==> src/rtl/fetch_redirect_ctrl_pkg.sv <==
// fetch_redirect_ctrl_pkg: state/cause encodings and reset PC shared with the fetch buffer
package fetch_redirect_ctrl_pkg;
    typedef enum logic [2:0] {RUN, FLUSH, DRAIN, HALT, REDIRECT} state_t;
    typedef enum logic [2:0] {CAUSE_EXCP, CAUSE_ERTN, CAUSE_REFETCH, CAUSE_IDLE, CAUSE_BR} cause_t;
    localparam logic [31:0] PC_RESET = 32'h1c000000;
endpackage

==> src/rtl/fetch_redirect_ctrl_if.sv <==
// fetch_redirect_ctrl_if: backend redirect requests in, fetch-side flush/stall/redirect out
interface fetch_redirect_ctrl_if;
    logic        wb_excp_valid;
    logic [31:0] wb_excp_pc;
    logic        wb_ertn_valid;
    logic [31:0] wb_ertn_pc;
    logic        wb_refetch_valid;
    logic [31:0] wb_refetch_pc;
    logic        wb_idle_valid;
    logic [31:0] wb_idle_pc;
    logic        ex_br_valid;
    logic [31:0] ex_br_target;
    logic        intr_pending;
    logic        backend_empty;
    logic        if_redirect_ready;
    logic        fifo_flush;
    logic        if_flush;
    logic        fetch_stall;
    logic        redirect_valid;
    logic [31:0] redirect_pc;
    logic        ctrl_busy;
    modport master (
        output wb_excp_valid, wb_excp_pc, wb_ertn_valid, wb_ertn_pc, wb_refetch_valid, wb_refetch_pc,
               wb_idle_valid, wb_idle_pc, ex_br_valid, ex_br_target, intr_pending, backend_empty,
               if_redirect_ready,
        input  fifo_flush, if_flush, fetch_stall, redirect_valid, redirect_pc, ctrl_busy
    );
    modport slave (
        input  wb_excp_valid, wb_excp_pc, wb_ertn_valid, wb_ertn_pc, wb_refetch_valid, wb_refetch_pc,
               wb_idle_valid, wb_idle_pc, ex_br_valid, ex_br_target, intr_pending, backend_empty,
               if_redirect_ready,
        output fifo_flush, if_flush, fetch_stall, redirect_valid, redirect_pc, ctrl_busy
    );
endinterface

==> src/rtl/fetch_redirect_ctrl_prio_sel.sv <==
// redirect_prio_sel: program-order priority pick among redirect sources (excp > ertn > refetch > idle > br)
module redirect_prio_sel
    import fetch_redirect_ctrl_pkg::*;
(
    input  logic        excp_valid,
    input  logic [31:0] excp_pc,
    input  logic        ertn_valid,
    input  logic [31:0] ertn_pc,
    input  logic        refetch_valid,
    input  logic [31:0] refetch_pc,
    input  logic        idle_valid,
    input  logic [31:0] idle_pc,
    input  logic        br_valid,
    input  logic [31:0] br_pc,
    output logic        any_valid,
    output cause_t      cause,
    output logic [31:0] target
);
    always_comb begin
        any_valid = excp_valid | ertn_valid | refetch_valid | idle_valid | br_valid;
        cause     = excp_valid ? CAUSE_EXCP : ertn_valid ? CAUSE_ERTN :
                    refetch_valid ? CAUSE_REFETCH : idle_valid ? CAUSE_IDLE : CAUSE_BR;
        target    = excp_valid ? excp_pc : ertn_valid ? ertn_pc :
                    refetch_valid ? refetch_pc : idle_valid ? idle_pc : br_pc;
    end
endmodule

==> src/rtl/fetch_redirect_ctrl.sv <==
// fetch_redirect_ctrl: arbitrates backend redirects into fetch flush/stall and a held redirect PC.
// Optional FETCH_REDIRECT_STAT_EN adds saturating flush/stall statistics outputs.
module fetch_redirect_ctrl #(
    parameter logic [31:0] PC_RESET     = fetch_redirect_ctrl_pkg::PC_RESET,
    parameter int          FLUSH_CYCLES = 2,
    parameter int          CNT_W        = 4
) (
    input  logic                  clk,
    input  logic                  rst,
    fetch_redirect_ctrl_if.slave  bus
`ifdef FETCH_REDIRECT_STAT_EN
    ,
    output logic [31:0]           stat_br_flush,
    output logic [31:0]           stat_wb_flush,
    output logic [31:0]           stat_stall_cycles
`endif
);
    import fetch_redirect_ctrl_pkg::*;

    state_t            state, state_n;
    cause_t            cause, cause_n, sel_cause;
    logic [CNT_W-1:0]  cnt, cnt_n;
    logic [31:0]       pc_n, sel_target;
    logic              sel_valid, run;

    assign run = state == RUN;

    // Only excp/ertn may preempt an in-progress sequence
    redirect_prio_sel u_sel (
        .excp_valid    (bus.wb_excp_valid),
        .excp_pc       (bus.wb_excp_pc),
        .ertn_valid    (bus.wb_ertn_valid),
        .ertn_pc       (bus.wb_ertn_pc),
        .refetch_valid (bus.wb_refetch_valid & run),
        .refetch_pc    (bus.wb_refetch_pc),
        .idle_valid    (bus.wb_idle_valid & run),
        .idle_pc       (bus.wb_idle_pc),
        .br_valid      (bus.ex_br_valid & run),
        .br_pc         (bus.ex_br_target),
        .any_valid     (sel_valid),
        .cause         (sel_cause),
        .target        (sel_target)
    );

    always_comb begin
        state_n = state;
        cnt_n   = cnt;
        cause_n = cause;
        pc_n    = bus.redirect_pc;
        if (sel_valid) begin
            state_n = FLUSH;
            cnt_n   = CNT_W'(FLUSH_CYCLES - 1);
            cause_n = sel_cause;
            pc_n    = sel_target;
        end else begin
            case (state)
                FLUSH: begin
                    cnt_n = (cnt == '0) ? cnt : cnt - CNT_W'(1);
                    if (cnt == '0)
                        state_n = (cause == CAUSE_REFETCH) ? DRAIN : (cause == CAUSE_IDLE) ? HALT : REDIRECT;
                end
                DRAIN:    state_n = bus.backend_empty ? REDIRECT : DRAIN;
                HALT:     state_n = bus.intr_pending ? REDIRECT : HALT;
                REDIRECT: state_n = bus.if_redirect_ready ? RUN : REDIRECT;
                default:  state_n = state;
            endcase
        end
    end

    always_ff @(posedge clk) begin
        if (rst) begin
            state              <= RUN;
            cause              <= CAUSE_BR;
            cnt                <= '0;
            bus.fifo_flush     <= 1'b0;
            bus.if_flush       <= 1'b0;
            bus.fetch_stall    <= 1'b0;
            bus.redirect_valid <= 1'b0;
            bus.ctrl_busy      <= 1'b0;
            bus.redirect_pc    <= PC_RESET;
        end else begin
            state              <= state_n;
            cause              <= cause_n;
            cnt                <= cnt_n;
            bus.fifo_flush     <= sel_valid;
            bus.if_flush       <= state_n == FLUSH;
            bus.fetch_stall    <= state_n != RUN;
            bus.redirect_valid <= state_n == REDIRECT;
            bus.ctrl_busy      <= state_n != RUN;
            bus.redirect_pc    <= pc_n;
        end
    end

`ifdef FETCH_REDIRECT_STAT_EN
    always_ff @(posedge clk) begin
        if (rst) begin
            stat_br_flush     <= '0;
            stat_wb_flush     <= '0;
            stat_stall_cycles <= '0;
        end else begin
            if (sel_valid && sel_cause == CAUSE_BR && stat_br_flush != '1)
                stat_br_flush <= stat_br_flush + 32'd1;
            if (sel_valid && sel_cause != CAUSE_BR && stat_wb_flush != '1)
                stat_wb_flush <= stat_wb_flush + 32'd1;
            if (bus.fetch_stall && stat_stall_cycles != '1)
                stat_stall_cycles <= stat_stall_cycles + 32'd1;
        end
    end
`endif
endmodule
==> src/flat_wrapper.sv <==
// flat-port wrapper written by rule: the top's interface ports become plain ports
module fetch_redirect_ctrl_flat import fetch_redirect_ctrl_pkg::*;
#(
    parameter logic [31:0] PC_RESET     = fetch_redirect_ctrl_pkg::PC_RESET,
    parameter int          FLUSH_CYCLES = 2,
    parameter int          CNT_W        = 4
)
  (clk, rst, bus_wb_excp_valid, bus_wb_excp_pc, bus_wb_ertn_valid, bus_wb_ertn_pc, bus_wb_refetch_valid, bus_wb_refetch_pc, bus_wb_idle_valid, bus_wb_idle_pc, bus_ex_br_valid, bus_ex_br_target, bus_intr_pending, bus_backend_empty, bus_if_redirect_ready, bus_fifo_flush, bus_if_flush, bus_fetch_stall, bus_redirect_valid, bus_redirect_pc, bus_ctrl_busy);
  fetch_redirect_ctrl_if bus_i ();
  input  logic clk;
  input  logic rst;
  input wire logic [$bits(bus_i.wb_excp_valid)-1:0] bus_wb_excp_valid;
  input wire logic [$bits(bus_i.wb_excp_pc)-1:0] bus_wb_excp_pc;
  input wire logic [$bits(bus_i.wb_ertn_valid)-1:0] bus_wb_ertn_valid;
  input wire logic [$bits(bus_i.wb_ertn_pc)-1:0] bus_wb_ertn_pc;
  input wire logic [$bits(bus_i.wb_refetch_valid)-1:0] bus_wb_refetch_valid;
  input wire logic [$bits(bus_i.wb_refetch_pc)-1:0] bus_wb_refetch_pc;
  input wire logic [$bits(bus_i.wb_idle_valid)-1:0] bus_wb_idle_valid;
  input wire logic [$bits(bus_i.wb_idle_pc)-1:0] bus_wb_idle_pc;
  input wire logic [$bits(bus_i.ex_br_valid)-1:0] bus_ex_br_valid;
  input wire logic [$bits(bus_i.ex_br_target)-1:0] bus_ex_br_target;
  input wire logic [$bits(bus_i.intr_pending)-1:0] bus_intr_pending;
  input wire logic [$bits(bus_i.backend_empty)-1:0] bus_backend_empty;
  input wire logic [$bits(bus_i.if_redirect_ready)-1:0] bus_if_redirect_ready;
  output wire logic [$bits(bus_i.fifo_flush)-1:0] bus_fifo_flush;
  output wire logic [$bits(bus_i.if_flush)-1:0] bus_if_flush;
  output wire logic [$bits(bus_i.fetch_stall)-1:0] bus_fetch_stall;
  output wire logic [$bits(bus_i.redirect_valid)-1:0] bus_redirect_valid;
  output wire logic [$bits(bus_i.redirect_pc)-1:0] bus_redirect_pc;
  output wire logic [$bits(bus_i.ctrl_busy)-1:0] bus_ctrl_busy;
  assign bus_i.wb_excp_valid = bus_wb_excp_valid;
  assign bus_i.wb_excp_pc = bus_wb_excp_pc;
  assign bus_i.wb_ertn_valid = bus_wb_ertn_valid;
  assign bus_i.wb_ertn_pc = bus_wb_ertn_pc;
  assign bus_i.wb_refetch_valid = bus_wb_refetch_valid;
  assign bus_i.wb_refetch_pc = bus_wb_refetch_pc;
  assign bus_i.wb_idle_valid = bus_wb_idle_valid;
  assign bus_i.wb_idle_pc = bus_wb_idle_pc;
  assign bus_i.ex_br_valid = bus_ex_br_valid;
  assign bus_i.ex_br_target = bus_ex_br_target;
  assign bus_i.intr_pending = bus_intr_pending;
  assign bus_i.backend_empty = bus_backend_empty;
  assign bus_i.if_redirect_ready = bus_if_redirect_ready;
  assign bus_fifo_flush = bus_i.fifo_flush;
  assign bus_if_flush = bus_i.if_flush;
  assign bus_fetch_stall = bus_i.fetch_stall;
  assign bus_redirect_valid = bus_i.redirect_valid;
  assign bus_redirect_pc = bus_i.redirect_pc;
  assign bus_ctrl_busy = bus_i.ctrl_busy;
  fetch_redirect_ctrl #(.PC_RESET(PC_RESET), .FLUSH_CYCLES(FLUSH_CYCLES), .CNT_W(CNT_W)) u_core (.clk(clk), .rst(rst), .bus(bus_i));
endmodule
==> config.mk <==
export PLATFORM = sky130hd
export DESIGN_NAME = fetch_redirect_ctrl_flat
export DESIGN_NICKNAME = d
export VERILOG_FILES = /design/src/rtl/fetch_redirect_ctrl_pkg.sv /design/src/rtl/fetch_redirect_ctrl_if.sv /design/src/rtl/fetch_redirect_ctrl_prio_sel.sv /design/src/rtl/fetch_redirect_ctrl.sv /design/src/flat_wrapper.sv
export SDC_FILE = /design/constraint.sdc
export NUM_CORES = 1
export LEC_CHECK = 0
export BUFFER_PORTS_ARGS = -buffer_cell sky130_fd_sc_hd__clkbuf_2
export CAP_MARGIN = 20
export CORE_UTILIZATION = 42
export DETAILED_ROUTE_END_ITERATION = 8
export GPL_ROUTABILITY_DRIVEN = 1
export PLACE_DENSITY = 0.85
export SLEW_MARGIN = 5
export SYNTH_ARGS = -nofsm -noshare
export SYNTH_HDL_FRONTEND = slang
export SYNTH_SLANG_ARGS = --single-unit
==> constraint.sdc <==
create_clock -name clk -period 2.49 [get_ports clk]
set_input_delay 0.249 -clock clk [delete_from_list [all_inputs] [get_ports clk]]
set_output_delay 0.249 -clock clk [all_outputs]
set_load 0.05 [all_outputs]
Yosys cells after proc, flatten, opt, wreduce, memory -nomap -nowiden. Index checks and enable logic that the tools add are counted.

Register bits after elaboration: 46. Output and inout bits: 37. Word-level logic and storage cells: 53.

Add/subtract/negate cells: 1. Equality and inequality tests: 9. Multiplexer cells: 19. Bitwise operators: 8. Reduce and logical (&&, ||, !) cells: 7.

Operators with widths (number): 32-bit 2-to-1 mux (4); 3-bit 2-to-1 mux (11); 3-bit by 2-bit equality test with 1-bit output (second input constant) (4); 3-bit case mux with 4 select lines (1); 3-bit by 1-bit equality test with 1-bit output (second input constant) (2); 3-bit equality test (second input constant) (2); 4-bit logical NOT (1); 1-bit bitwise OR (4); 2-bit AND reduction (2); 4-bit by 1-bit subtractor with 4-bit output (second input constant) (1); 1-bit bitwise AND (3); 3-bit logical NOT (1); 1-bit 2-to-1 mux (3); 3-bit nonzero test (1); 2-bit by 1-bit != test with 1-bit output (second input constant) (1); 2-bit nonzero test (1); 2-bit OR reduction (1); 1-bit inverter (1).

Logic depth before layout (Yosys ltp). Gate-level depths: netlist of the first run.

Depth in word-level cells: 7. Mapped depth: 7. Depth with buffers taken out: 6.

By module. Synthesis of the first run repeated with hierarchy kept, for this count alone.

Cells, all modules: 341. Area, all modules: 3103.0 sq um.

By module, submodules not included: fetch_redirect_ctrl (instances 1, cells each 182, area an instance 1810.5 sq um, sequential area each 920.9 sq um); redirect_prio_sel (instances 1, cells each 159, area an instance 1292.5 sq um, sequential area each 0.0 sq um).

Worst setup path after synthesis of the first run. Ideal clock, no wire load.

Kind: reg-to-reg. From: reg u_core.cnt[0]. To: reg u_core.bus.if_flush. Arrival: 1.667 ns. Required time: 2.368 ns. Path slack: 0.701 ns. Stages on the path, launching flop included: 7. Path buffers: 0. Path through: dfxtp_1 inv_1 ha_1 or3b_2 or3_1 a31o_1 o311a_1.

Word-level cells in the longest chain between the ends: 5.

RTL lines: from (decl) (RTL line fetch_redirect_ctrl.sv:22) `logic [CNT_W-1:0] cnt, cnt_n;`; from (signal assigned) (RTL line fetch_redirect_ctrl.sv:84) `cnt <= cnt_n;`; 4-bit logical NOT (RTL line fetch_redirect_ctrl.sv:59) `if (cnt == '0)`; 3-bit 2-to-1 mux (RTL line fetch_redirect_ctrl.sv:59); 3-bit case mux with 4 select lines (RTL line fetch_redirect_ctrl.sv:56) `case (state)`; 3-bit 2-to-1 mux (RTL line fetch_redirect_ctrl.sv:50) `if (sel_valid) begin`; 3-bit by 1-bit equality test with 1-bit output (RTL line fetch_redirect_ctrl.sv:86) `bus.if_flush <= state_n == FLUSH;`; to (signal assigned) (RTL line fetch_redirect_ctrl.sv:76) `bus.if_flush <= 1'b0;`; to (signal assigned) (RTL line fetch_redirect_ctrl.sv:86); to (decl) (RTL line fetch_redirect_ctrl_if.sv:32) `output fifo_flush, if_flush, fetch_stall, redirect_valid, redirect_pc, ctrl_busy`.

No other way between the ends. A chain may end at the register's enable or synchronous reset.

Worst setup path after layout of the first run.
From: reg u_core.state[0]. To: reg u_core.bus.redirect_pc[4].

Word-level cells in the longest chain between the ends: 6. Elaborated cells on any way between the ends: 11.

RTL lines: from (decl) (RTL line fetch_redirect_ctrl.sv:20) `state_t state, state_n;`; from (signal assigned) (RTL line fetch_redirect_ctrl.sv:82) `state <= state_n;`; 3-bit logical NOT * (RTL line fetch_redirect_ctrl.sv:26) `assign run = state == RUN;`; 1-bit bitwise AND (RTL line fetch_redirect_ctrl.sv:36) `.idle_valid (bus.wb_idle_valid & run),`; 32-bit 2-to-1 mux (2 in series) (RTL line fetch_redirect_ctrl_prio_sel.sv:24) `refetch_valid ? refetch_pc : idle_valid ? idle_pc : br_pc;`; 32-bit 2-to-1 mux (2 in series) (RTL line fetch_redirect_ctrl_prio_sel.sv:23) `target = excp_valid ? excp_pc : ertn_valid ? ertn_pc :`; to (signal assigned) (RTL line fetch_redirect_ctrl.sv:90) `bus.redirect_pc <= pc_n;`; to (decl) (RTL line fetch_redirect_ctrl_if.sv:32).

Every way passes the cells marked *; elsewhere a longest branch is shown, timed or not.

==> metrics.cfg, run 1 <==
[timing]
hold_ws_ns=0.275
tightest_slew_ns=0.530
rsz0062_at_grt=false
finalSetupViolations=0
max-slew-margin-rel_pct=64.7
period_share_pct=78.3
tns_ns=0
fmax_mhz=513
min_period_ns=1.95
fin_ws_ns=0.539
drv_slew=0
clock_skew_ns=0.00886
finalHoldViolCount=0

[synthesis]
netlist.area_leader.share_pct=30.8
synthCells=354
yosysSeqAreaShare_pct=30.8
synth_nets=526
synth_edf_count=0
synthTopCellsByArea=dfxtp_1 31%, a221o_1 9.7%, a32o_1 9.7%, a22o_1 8.5%, a21oi_1 5.7%
syn_area_per_cell_um2=8.46
ys_ff_latch=46
synth_warnings=0
syn-cell-area_mm2=0.00299
ys_types=52
synth.largest_area_cell=dfxtp_1
synth_async_sr_flop_share_pct=0
synth-main-ff-cell=dfxtp_1

[final_layout]
antenna-diode-count=0
multi_input_area_mm2=0.00173
ff_latch_area_um2=921
layout-drive-gt1-share_pct=42.9
fill_cells=630
syn_to_final_growth_pct=37.4
num-nets-final=709
fin_cells=634

[drt]
viasPerCell=5.65
vias=3585
drt_iter0_markers=185
wl_um=9780
drc_errors=0
wl_per_cell_um=15.4
dr.pass1.iters=5
drtAntennaViolNets=0

[cts]
cts_buffers=5
root_buffer=clkbuf_8
cts_resized=0
clock_path_buffers=2
holdBufCountCts=0
cts_setup_buffers=0
htree_levels=2
cts_tree=done
path_clk_slew_ns=0.09
clock_sinks=46
clk_latency_ns=0.30

[power]
p_leak_nw=2.06
ir_drop_mv=0.279
power_density_mw_per_mm2=511
finalPower_mw=2.10

[placed_design]
portBuffers=206
dp_hpwl_um=7590
pre_cts_ws_ns=0.569
globalplace.congestion=0.842
dp.cells=626

[worst_hold_path]
hp-start=bus_wb_ertn_pc[27]
min_path_cells=3
holdCritPathClass=primary input to register
min_to=u_core.bus.redirect_pc[27]

[global_routing]
grt_pass1_vias=3415
grt.overflow.total=0
antenna_found_initial=0
grt_max_degree=34
track_usage_pct=25.6
grt_pass1_wl_um=15100

[setup_path]
critical_path_peak_fanout=30
r2r-end=u_core.bus.redirect_pc[4]
rr_worst_depth=4
worstPathRequired_ns=2.72
reg2reg_setup_slack_ns=0.54
start_kind=register
r2r_start=u_core.state[0]
worstSetupPathType=register to register
critPathArrivalTime_ns=2.19
end_kind=register

[die]
coreArea_mm2=0.00683
io_pins=207
design.die.area_mm2=0.00747
die_w_um=86.4
rows=30
initial_core_util_pct=43.8
die_y_um=86.4

[run_status]
status=completed

[run]
max-cap-violations=0

-- flip-flops by register name, indices dropped and copies added, names as in the netlist --
name	cells
u_core.bus.fifo_flush	1
u_core.bus.redirect_pc	32
u_core.state	3
u_core.bus.if_flush	1
u_core.cause	3
u_core.cnt	4
u_core.bus.fetch_stall	1
u_core.bus.redirect_valid	1
-- cell type report --
type                            instances  area share, %
Multi-Input combinational cell        236           42.1
Timing Repair Buffer                  214           26.8
Sequential cell                        46           22.4
Inverter                               34           3.10
Tap cell                               96           2.92
Clock buffer                            5           1.67
Clock inverter                          3          0.973
-- worst max-delay path, stage by stage, from the launching register on --
cell	delay (ns)
dfxtp_1	0.43
or3_1	0.53
o211a_4	0.33
nor2_8	0.34
a32o_1	0.25
-- through the flow --
stage                     area [um2]  utilization, %
after floorplan                 2990               -
final                           4120            60.2
after global routing            4120            60.2
after CTS                       4120            60.2
after detailed placement        4010            58.6
after global placement          4010            58.6
-- cells by family (layout without fill, tap and decap cells) --
logic type,count (synthesis),count (layout),synth area share [%]
AO/OA/AOI/OAI,148,148,41.1
XOR/XNOR,3,3,0.878
adder cells (fa/ha/maj),2,2,0.836
buffers and inverters,72,256,11.4
flip-flops,46,46,30.8
multiplexers,1,1,0.334
AND/OR/NAND/NOR,82,82,14.7
-- routing by layer --
metal / GRT usage (%) / wire (um)
met2: 48.8 / 5080
met4: 9.55 / 163
met1: 27.7 / 3730
met3: 5.05 / 813
met5: 0 / 0
-- synth_stat cells, types with 5 or more instances --
cell type  number
buf_2           6
nand2_1         5
a21oi_1        34
nand2b_1        8
a22o_1         29
a32o_1         29
dfxtp_1        46
nand3_1         5
a221o_1        29
inv_1          34
nor2_1         41
clkbuf_1       24
-- worst max path at each step --
stage / startpoint / endpoint / slack [ns]
after floorplan: u_core.cnt[0] / u_core.bus.if_flush / 0.70
after global placement: u_core.cnt[0] / u_core.bus.if_flush / 0.65
after detailed placement: u_core.state[0] / u_core.bus.redirect_pc[4] / 0.57
after CTS: u_core.state[0] / u_core.bus.redirect_pc[4] / 0.55
after global routing: u_core.state[0] / u_core.bus.redirect_pc[10] / 0.45
final: u_core.state[0] / u_core.bus.redirect_pc[4] / 0.54
-- cell usage in the layout, fill, tap and decap left out, types with 2 or more instances in the layout --
master | Yosys | final
clkbuf_2 | 0 | 206
dfxtp_1 | 46 | 46
nor2_1 | 41 | 41
inv_1 | 34 | 34
a21oi_1 | 34 | 34
a22o_1 | 29 | 29
a221o_1 | 29 | 29
a32o_1 | 29 | 29
nand2b_1 | 8 | 8
buf_4 | 2 | 7
nand2_1 | 5 | 5
nand3_1 | 5 | 5
clkbuf_8 | 0 | 5
or3_1 | 3 | 3
o21ai_0 | 3 | 3
and3_1 | 3 | 3
a221oi_1 | 3 | 3
a21o_1 | 3 | 3
nor3_1 | 3 | 3
o221ai_1 | 3 | 3
a32oi_1 | 3 | 3
a311oi_1 | 2 | 2
xnor2_1 | 2 | 2
ha_1 | 2 | 2
clkinv_2 | 0 | 2
-- power breakdown --
| group | leakage (nW) | total [mW] | internal (mW) | switching (mW) |
|---|---|---|---|---|
| logic | 1.62 | 0.730 | 0.280 | 0.449 |
| clock network | 0.0579 | 0.541 | 0.295 | 0.246 |
| registers | 0.382 | 0.832 | 0.796 | 0.0365 |
No activity file was read; power rests on OpenSTA's default activity.
==> run 2: changes to the inputs <==
--- a/config.mk
+++ b/config.mk
@@ -5,12 +5,13 @@
 export SDC_FILE = /design/constraint.sdc
 export NUM_CORES = 1
 export LEC_CHECK = 0
+export ABC_AREA = 1
 export BUFFER_PORTS_ARGS = -buffer_cell sky130_fd_sc_hd__clkbuf_2
 export CAP_MARGIN = 20
-export CORE_UTILIZATION = 42
+export CORE_UTILIZATION = 43
 export DETAILED_ROUTE_END_ITERATION = 8
 export GPL_ROUTABILITY_DRIVEN = 1
-export PLACE_DENSITY = 0.85
+export PLACE_DENSITY = 0.86
 export SLEW_MARGIN = 5
 export SYNTH_ARGS = -nofsm -noshare
 export SYNTH_HDL_FRONTEND = slang
==> constraint.sdc (replaced) <==
create_clock -name clk -period 1.9 [get_ports clk]
set_input_delay 0.19 -clock clk [delete_from_list [all_inputs] [get_ports clk]]
set_output_delay 0.19 -clock clk [all_outputs]
set_load 0.05 [all_outputs]
==> metrics.cfg, run 2 <==
[cts]
cts_tree=done  ; unchanged
cts_resized=0  ; unchanged
path_clk_slew_ns=0.09  ; about the same
cts_setup_buffers=0  ; unchanged
clock_path_buffers=2  ; unchanged
htree_levels=2  ; unchanged
cts_buffers=5  ; unchanged
holdBufCountCts=0  ; unchanged
clock_sinks=46  ; unchanged
root_buffer=clkbuf_8  ; unchanged
clk_latency_ns=0.30  ; about the same

[die]
rows=30  ; unchanged
io_pins=207  ; unchanged
die_y_um=87.3  ; was 86.4 um
die_w_um=87.3  ; was 86.4 um
design.die.area_mm2=0.00762  ; was 0.00747 mm2
initial_core_util_pct=45.3  ; was 43.8%
coreArea_mm2=0.00691  ; was 0.00683 mm2

[synthesis]
synth_commonest_cells=267 x nand2_1, 85 x nor2_1, 46 x dfxtp_1, 40 x a21oi_1, 40 x nand3_1  ; was 46 x dfxtp_1, 41 x nor2_1, 34 x a21oi_1, 34 x inv_1
synth_edf_count=0  ; unchanged
synth-main-ff-cell=dfxtp_1  ; unchanged
ys_ff_latch=46  ; unchanged
synth_nets=732  ; was 526
synth_async_sr_flop_share_pct=0  ; unchanged
synth_warnings=0  ; unchanged
synthCells=560  ; was 354
yosysMostFrequentCell=nand2_1  ; was dfxtp_1
synth.largest_area_cell=nand2_1  ; was dfxtp_1
syn_area_per_cell_um2=5.58  ; was 8.46 um2
syn-cell-area_mm2=0.00313  ; was 0.00299 mm2
synthTopCellsByArea=nand2_1 32%, dfxtp_1 29%, nor2_1 10%, a21oi_1 6.4%, nand3_1 6.4%  ; was dfxtp_1 31%, a221o_1 9.7%, a32o_1 9.7%, a22o_1 8.5%, a21oi_1 5.7%
netlist.area_leader.share_pct=32.1  ; was 30.8%
ys_types=27  ; was 52
yosysSeqAreaShare_pct=29.5  ; was 30.8%

[drt]
wl_um=10600  ; was 9780 um
drtAntennaViolNets=0  ; unchanged
drc_errors=0  ; unchanged
drt_iter0_markers=177  ; was 185
viasPerCell=4.90  ; was 5.65
vias=4173  ; was 3585
dr.pass1.iters=5  ; unchanged
wl_per_cell_um=12.4  ; was 15.4 um

[timing]
min_period_ns=1.76  ; was 1.95 ns
tightest_slew_ns=0.595  ; was 0.530 ns
clock_skew_ns=0.00988  ; was 0.00886 ns
hold_ws_ns=0.172  ; was 0.275 ns
finalSetupViolations=0  ; unchanged
max-slew-margin-rel_pct=60.1  ; was 64.7%
tns_ns=0  ; unchanged
fmax_mhz=569  ; was 513 MHz
period_share_pct=92.5  ; was 78.3%
rsz0062_at_grt=false  ; unchanged
finalHoldViolCount=0  ; unchanged
drv_slew=0  ; unchanged

[final_layout]
mostFrequentLayoutCells=267 x nand2_1, 206 x clkbuf_2, 85 x nor2_1  ; was 206 x clkbuf_2, 46 x dfxtp_1, 41 x nor2_1
final_core_util_pct=62.1  ; was 60.2%
top_register=u_core.bus.redirect_pc  ; unchanged
reg_top3=u_core.bus.redirect_pc (32), u_core.cnt (4)  ; unchanged
largest_reg_flops=32  ; unchanged
layout_commonest_cell=nand2_1  ; was clkbuf_2
num-nets-final=927  ; was 709
layout-drive-gt1-share_pct=31.3  ; was 42.9%
antenna-diode-count=0  ; unchanged
fin_cells=852  ; was 634
syn_to_final_growth_pct=37.2  ; was 37.4%

[setup_path]
worstPathRequired_ns=2.15  ; was 2.72 ns
start_kind=register  ; unchanged
critical_path_peak_fanout=20  ; was 30
worstSetupPathType=register to register  ; unchanged
critPathArrivalTime_ns=2.00  ; was 2.19 ns
end_kind=register  ; unchanged

[global_routing]
grt_pass1_vias=3768  ; was 3415
grt_max_degree=35  ; was 34
track_usage_pct=27.6  ; was 25.6%
antenna_found_initial=0  ; unchanged
grt_pass1_wl_um=16500  ; was 15100 um
grt.overflow.total=0  ; unchanged

[placed_design]
dp_hpwl_um=8100  ; was 7590 um
dp.cells=844  ; was 626
globalplace.congestion=0.887  ; was 0.842
portBuffers=206  ; unchanged

[power]
p_leak_nw=2.48  ; was 2.06 nW
power_density_mw_per_mm2=622  ; was 511 mW/mm2
ir_drop_mv=0.330  ; was 0.279 mV

[worst_hold_path]
holdCritPathClass=primary input to register  ; unchanged

[run_status]
status=completed  ; unchanged

[run]
max-cap-violations=0  ; unchanged

## run 2: changes by cell type after synthesis, sizes merged, moves of 11 or more
cell / delta
a221o: -29
a22o: -29
a32o: -29
clkbuf: -11
nand2: +264
nand3: +37
nor2: +46
## run 2: critical path, cell delays in order (launching register included)
cell      delay [ns]
dfxtp_1         0.46
inv_2           0.14
o211ai_4        0.28
buf_4           0.37
nand2_1         0.11
nor2_1          0.10
nand3_1         0.13
nor2_1          0.11
## run 2: worst paths after layout
check        slack [ns]                         end                        from  cells after the start
max                0.14   u_core.bus.redirect_valid             u_core.state[2]                      7
min                0.17         u_core.bus.if_flush                         rst                      2
max reg2reg        0.14   u_core.bus.redirect_valid             u_core.state[2]                      7
min reg2reg        0.46  u_core.bus.redirect_pc[23]  u_core.bus.redirect_pc[23]                      2
## run 2: metal layers
layer	part of all wire, %	vias up	routed length [um]	track usage (%)
li1	-	2127	-	-
met1	40	1804	4230	32.6
met2	49	221	5140	49.1
met3	9.1	21	958	5.21
met4	2.2	0	233	10.7
met5	0	-	0	0
## run 2: final cells by class
cell class / instances / area [um2]
fillers: 747 / 2620
multi-input cells: 458 / 1940
inverters: 27 / 101
clock buffers: 7 / 86.3
flip-flops and latches: 46 / 921
clock inverters: 1 / 5.00
well taps: 96 / 120
repair buffers: 217 / 1110
## run 2: power breakdown
group          switching [mW]  internal, mW  total [mW]
clock network           0.334         0.294       0.628
logic                   0.635         0.323       0.957
registers              0.0437          1.04        1.08
total                    1.01          1.66        2.67
## run 2: through the flow
stage / worst slack [ns] / cell area (um2) / total power, mW
after floorplan: 0.585 / 3130 / 1.72
after detailed placement: 0.158 / 4190 / 2.05
after global routing: 0.00117 / 4290 / 2.82
after CTS: 0.154 / 4280 / 2.68
after global placement: 0.235 / 4190 / 2.03
final: 0.143 / 4290 / 2.67
## run 2: kinds of logic (layout without fill, tap and decap cells)
kind of cell | count (synthesis) | in the layout | share of synthesized area (%)
and+or+nand+nor | 405 | 405 | 52.1
xor gates and xnor gates | 2 | 2 | 0.560
buffers and inverters | 56 | 252 | 9.00
adders and majority gates | 2 | 2 | 0.800
AOI/OAI and AO/OA | 49 | 49 | 8.12
DFF | 46 | 46 | 29.5
==> run 3: changes to the inputs <==
--- a/config.mk
+++ b/config.mk
@@ -6,12 +6,12 @@
 export NUM_CORES = 1
 export LEC_CHECK = 0
 export ABC_AREA = 1
-export BUFFER_PORTS_ARGS = -buffer_cell sky130_fd_sc_hd__clkbuf_2
 export CAP_MARGIN = 20
-export CORE_UTILIZATION = 43
+export CORE_UTILIZATION = 45
 export DETAILED_ROUTE_END_ITERATION = 8
+export DONT_BUFFER_PORTS = 1
 export GPL_ROUTABILITY_DRIVEN = 1
-export PLACE_DENSITY = 0.86
+export PLACE_DENSITY = 0.64
 export SLEW_MARGIN = 5
 export SYNTH_ARGS = -nofsm -noshare
 export SYNTH_HDL_FRONTEND = slang
==> metrics.cfg, run 3 (same netlist as run 2, synthesis figures left out) <==
[drt]
wl_per_cell_um=14.3  ; was 12.4 um
dr.pass1.iters=5  ; unchanged
viasPerCell=5.33  ; was 4.90
drc_errors=0  ; unchanged
wl_um=9010  ; was 10600 um
vias=3345  ; was 4173
drt_iter0_markers=97  ; was 177
drtAntennaViolNets=0  ; unchanged

[worst_hold_path]
holdCritPathClass=primary input to register  ; unchanged

[setup_path]
reg2reg_setup_slack_ns=0.27  ; was 0.14 ns
start_kind=register  ; unchanged
cpPeakStageDelay_ns=0.35  ; was 0.46 ns
end_kind=register  ; unchanged
worstSetupPathType=register to register  ; unchanged
critPathTopFamily=simple AND/OR/NAND/NOR gates  ; was buffers and inverters
cp_common_cell=nand2_1  ; was nor2_1
critical_path.cell_chain=inv_1, nand2_1, nor2_1, nand2_2, nand3_4, nand2_4, nor2_1, nand2_1, nand2_1  ; was inv_2, o211ai_4, buf_4, nand2_1, nor2_1, nand3_1, nor2_1
critPathSlowestCell=dfxtp_1  ; unchanged
path_buf_inv=1  ; was 2
worstPathRequired_ns=2.14  ; was 2.15 ns
critical_path_peak_fanout=34  ; was 20
critPathArrivalTime_ns=1.87  ; was 2.00 ns

[run]
max-cap-violations=0  ; unchanged

[final_layout]
reg_top3=u_core.bus.redirect_pc (32), u_core.cnt (4)  ; unchanged
layout-drive-gt1-share_pct=4.93  ; was 31.3%
num-nets-final=720  ; was 927
final_core_util_pct=47.6  ; was 62.1%
layout_commonest_cell=nand2_1  ; unchanged
largest_reg_flops=32  ; unchanged
antenna-diode-count=0  ; unchanged
syn_to_final_growth_pct=2.76  ; was 37.2%
top_register=u_core.bus.redirect_pc  ; unchanged
mostFrequentLayoutCells=267 x nand2_1, 85 x nor2_1, 46 x dfxtp_1  ; was 267 x nand2_1, 206 x clkbuf_2, 85 x nor2_1

[die]
die_w_um=85.4  ; was 87.3 um
io_pins=207  ; unchanged
initial_core_util_pct=46.3  ; was 45.3%
design.die.area_mm2=0.00729  ; was 0.00762 mm2
coreArea_mm2=0.00676  ; was 0.00691 mm2
rows=30  ; unchanged
die_y_um=85.4  ; was 87.3 um

[global_routing]
grt_max_degree=38  ; was 35
antenna_found_initial=0  ; unchanged
met2_usage_pct=43.1  ; was 49.1%
track_usage_pct=24.7  ; was 27.6%
grt_pass1_wl_um=14200  ; was 16500 um
use_met1_pct=30.3  ; was 32.6%
grt_pass1_vias=2983  ; was 3768
use_met3_pct=5.74  ; was 5.21%
grt.overflow.total=0  ; unchanged
busiest_layer=met2  ; unchanged

[cts]
cts_resized=0  ; unchanged
clock_path_buffers=2  ; unchanged
cts_setup_buffers=0  ; unchanged
clk_latency_ns=0.30  ; about the same
htree_levels=2  ; unchanged
clock_sinks=46  ; unchanged
root_buffer=clkbuf_8  ; unchanged
cts_tree=done  ; unchanged
path_clk_slew_ns=0.08  ; was 0.09 ns
cts_buffers=5  ; unchanged

[timing]
min_period_ns=1.63  ; was 1.76 ns
tightest_slew_ns=0.549  ; was 0.595 ns
hold_ws_ns=0.0730  ; was 0.172 ns
finalHoldViolCount=0  ; unchanged
period_share_pct=85.8  ; was 92.5%
clock_skew_ns=0.00857  ; was 0.00988 ns
tns_ns=0  ; unchanged
fmax_mhz=613  ; was 569 MHz
drv_slew=0  ; unchanged
max-slew-margin-rel_pct=63.4  ; was 60.1%
rsz0062_at_grt=false  ; unchanged
finalSetupViolations=0  ; unchanged

[placed_design]
portBuffers=0  ; was 206
globalplace.congestion=0.858  ; was 0.887
dp_hpwl_um=6560  ; was 8100 um

[power]
power_density_mw_per_mm2=725  ; was 622 mW/mm2
ir_drop_mv=0.374  ; was 0.330 mV
finalPower_mw=2.33  ; was 2.67 mW
p_leak_nw=1.61  ; was 2.48 nW

[run_status]
status=completed  ; unchanged

## run 3: repair_timing
action	CTS	global route
endpoints found under the hold margin	4	0
hold buffers	1	0
setup endpoints to repair	0	0
## run 3: final timing paths
kind,startpoint,cells past startpoint,endpoint
worst min-delay path,bus_wb_excp_valid,3,u_core.bus.redirect_pc[28]
worst max-delay path,u_core.state[0],9,u_core.bus.redirect_pc[31]
worst max register to register,u_core.state[0],9,u_core.bus.redirect_pc[31]
worst min register to register,u_core.cause[1],2,u_core.cause[1]
## run 3: worst reg2reg max path, stage by stage, from the launching register on
cell and delay [ns]:
dfxtp_1 0.35, inv_1 0.13, nand2_1 0.09, nor2_1 0.16
nand2_2 0.10, nand3_4 0.15, nand2_4 0.25, nor2_1 0.22
nand2_1 0.07, nand2_1 0.05
## run 3: power breakdown
group	switching (mW)	internal [mW]
Combinational	0.285	0.162
Clock	0.306	0.254
Sequential	0.284	1.04
Total	0.874	1.46
## run 3: area by class of cell
cell class / count / area (um2)
clock buffer: 7 / 76.3
fill: 732 / 3540
inverter: 27 / 101
multi-input combinational: 458 / 1920
sequential: 46 / 921
tap: 80 / 100
timing repair buffer: 10 / 90.1
## run 3: metrics by stage
step	instance area, um2	setup WS [ns]	std cells
after global routing	3210	0.0841	628
final	3210	0.270	628
after CTS	3210	0.264	628
after detailed placement	3130	0.273	620
after floorplan	3130	0.585	560
after global placement	3130	0.289	620
## run 3: routing by layer
layer / wire [um] / share of wire, % / vias to the layer above
met5: 0 / 0 / -
met4: 143 / 1.6 / 0
met3: 717 / 8.0 / 13
met2: 4390 / 49 / 157
met1: 3760 / 42 / 1472
li1: - / - / 1703
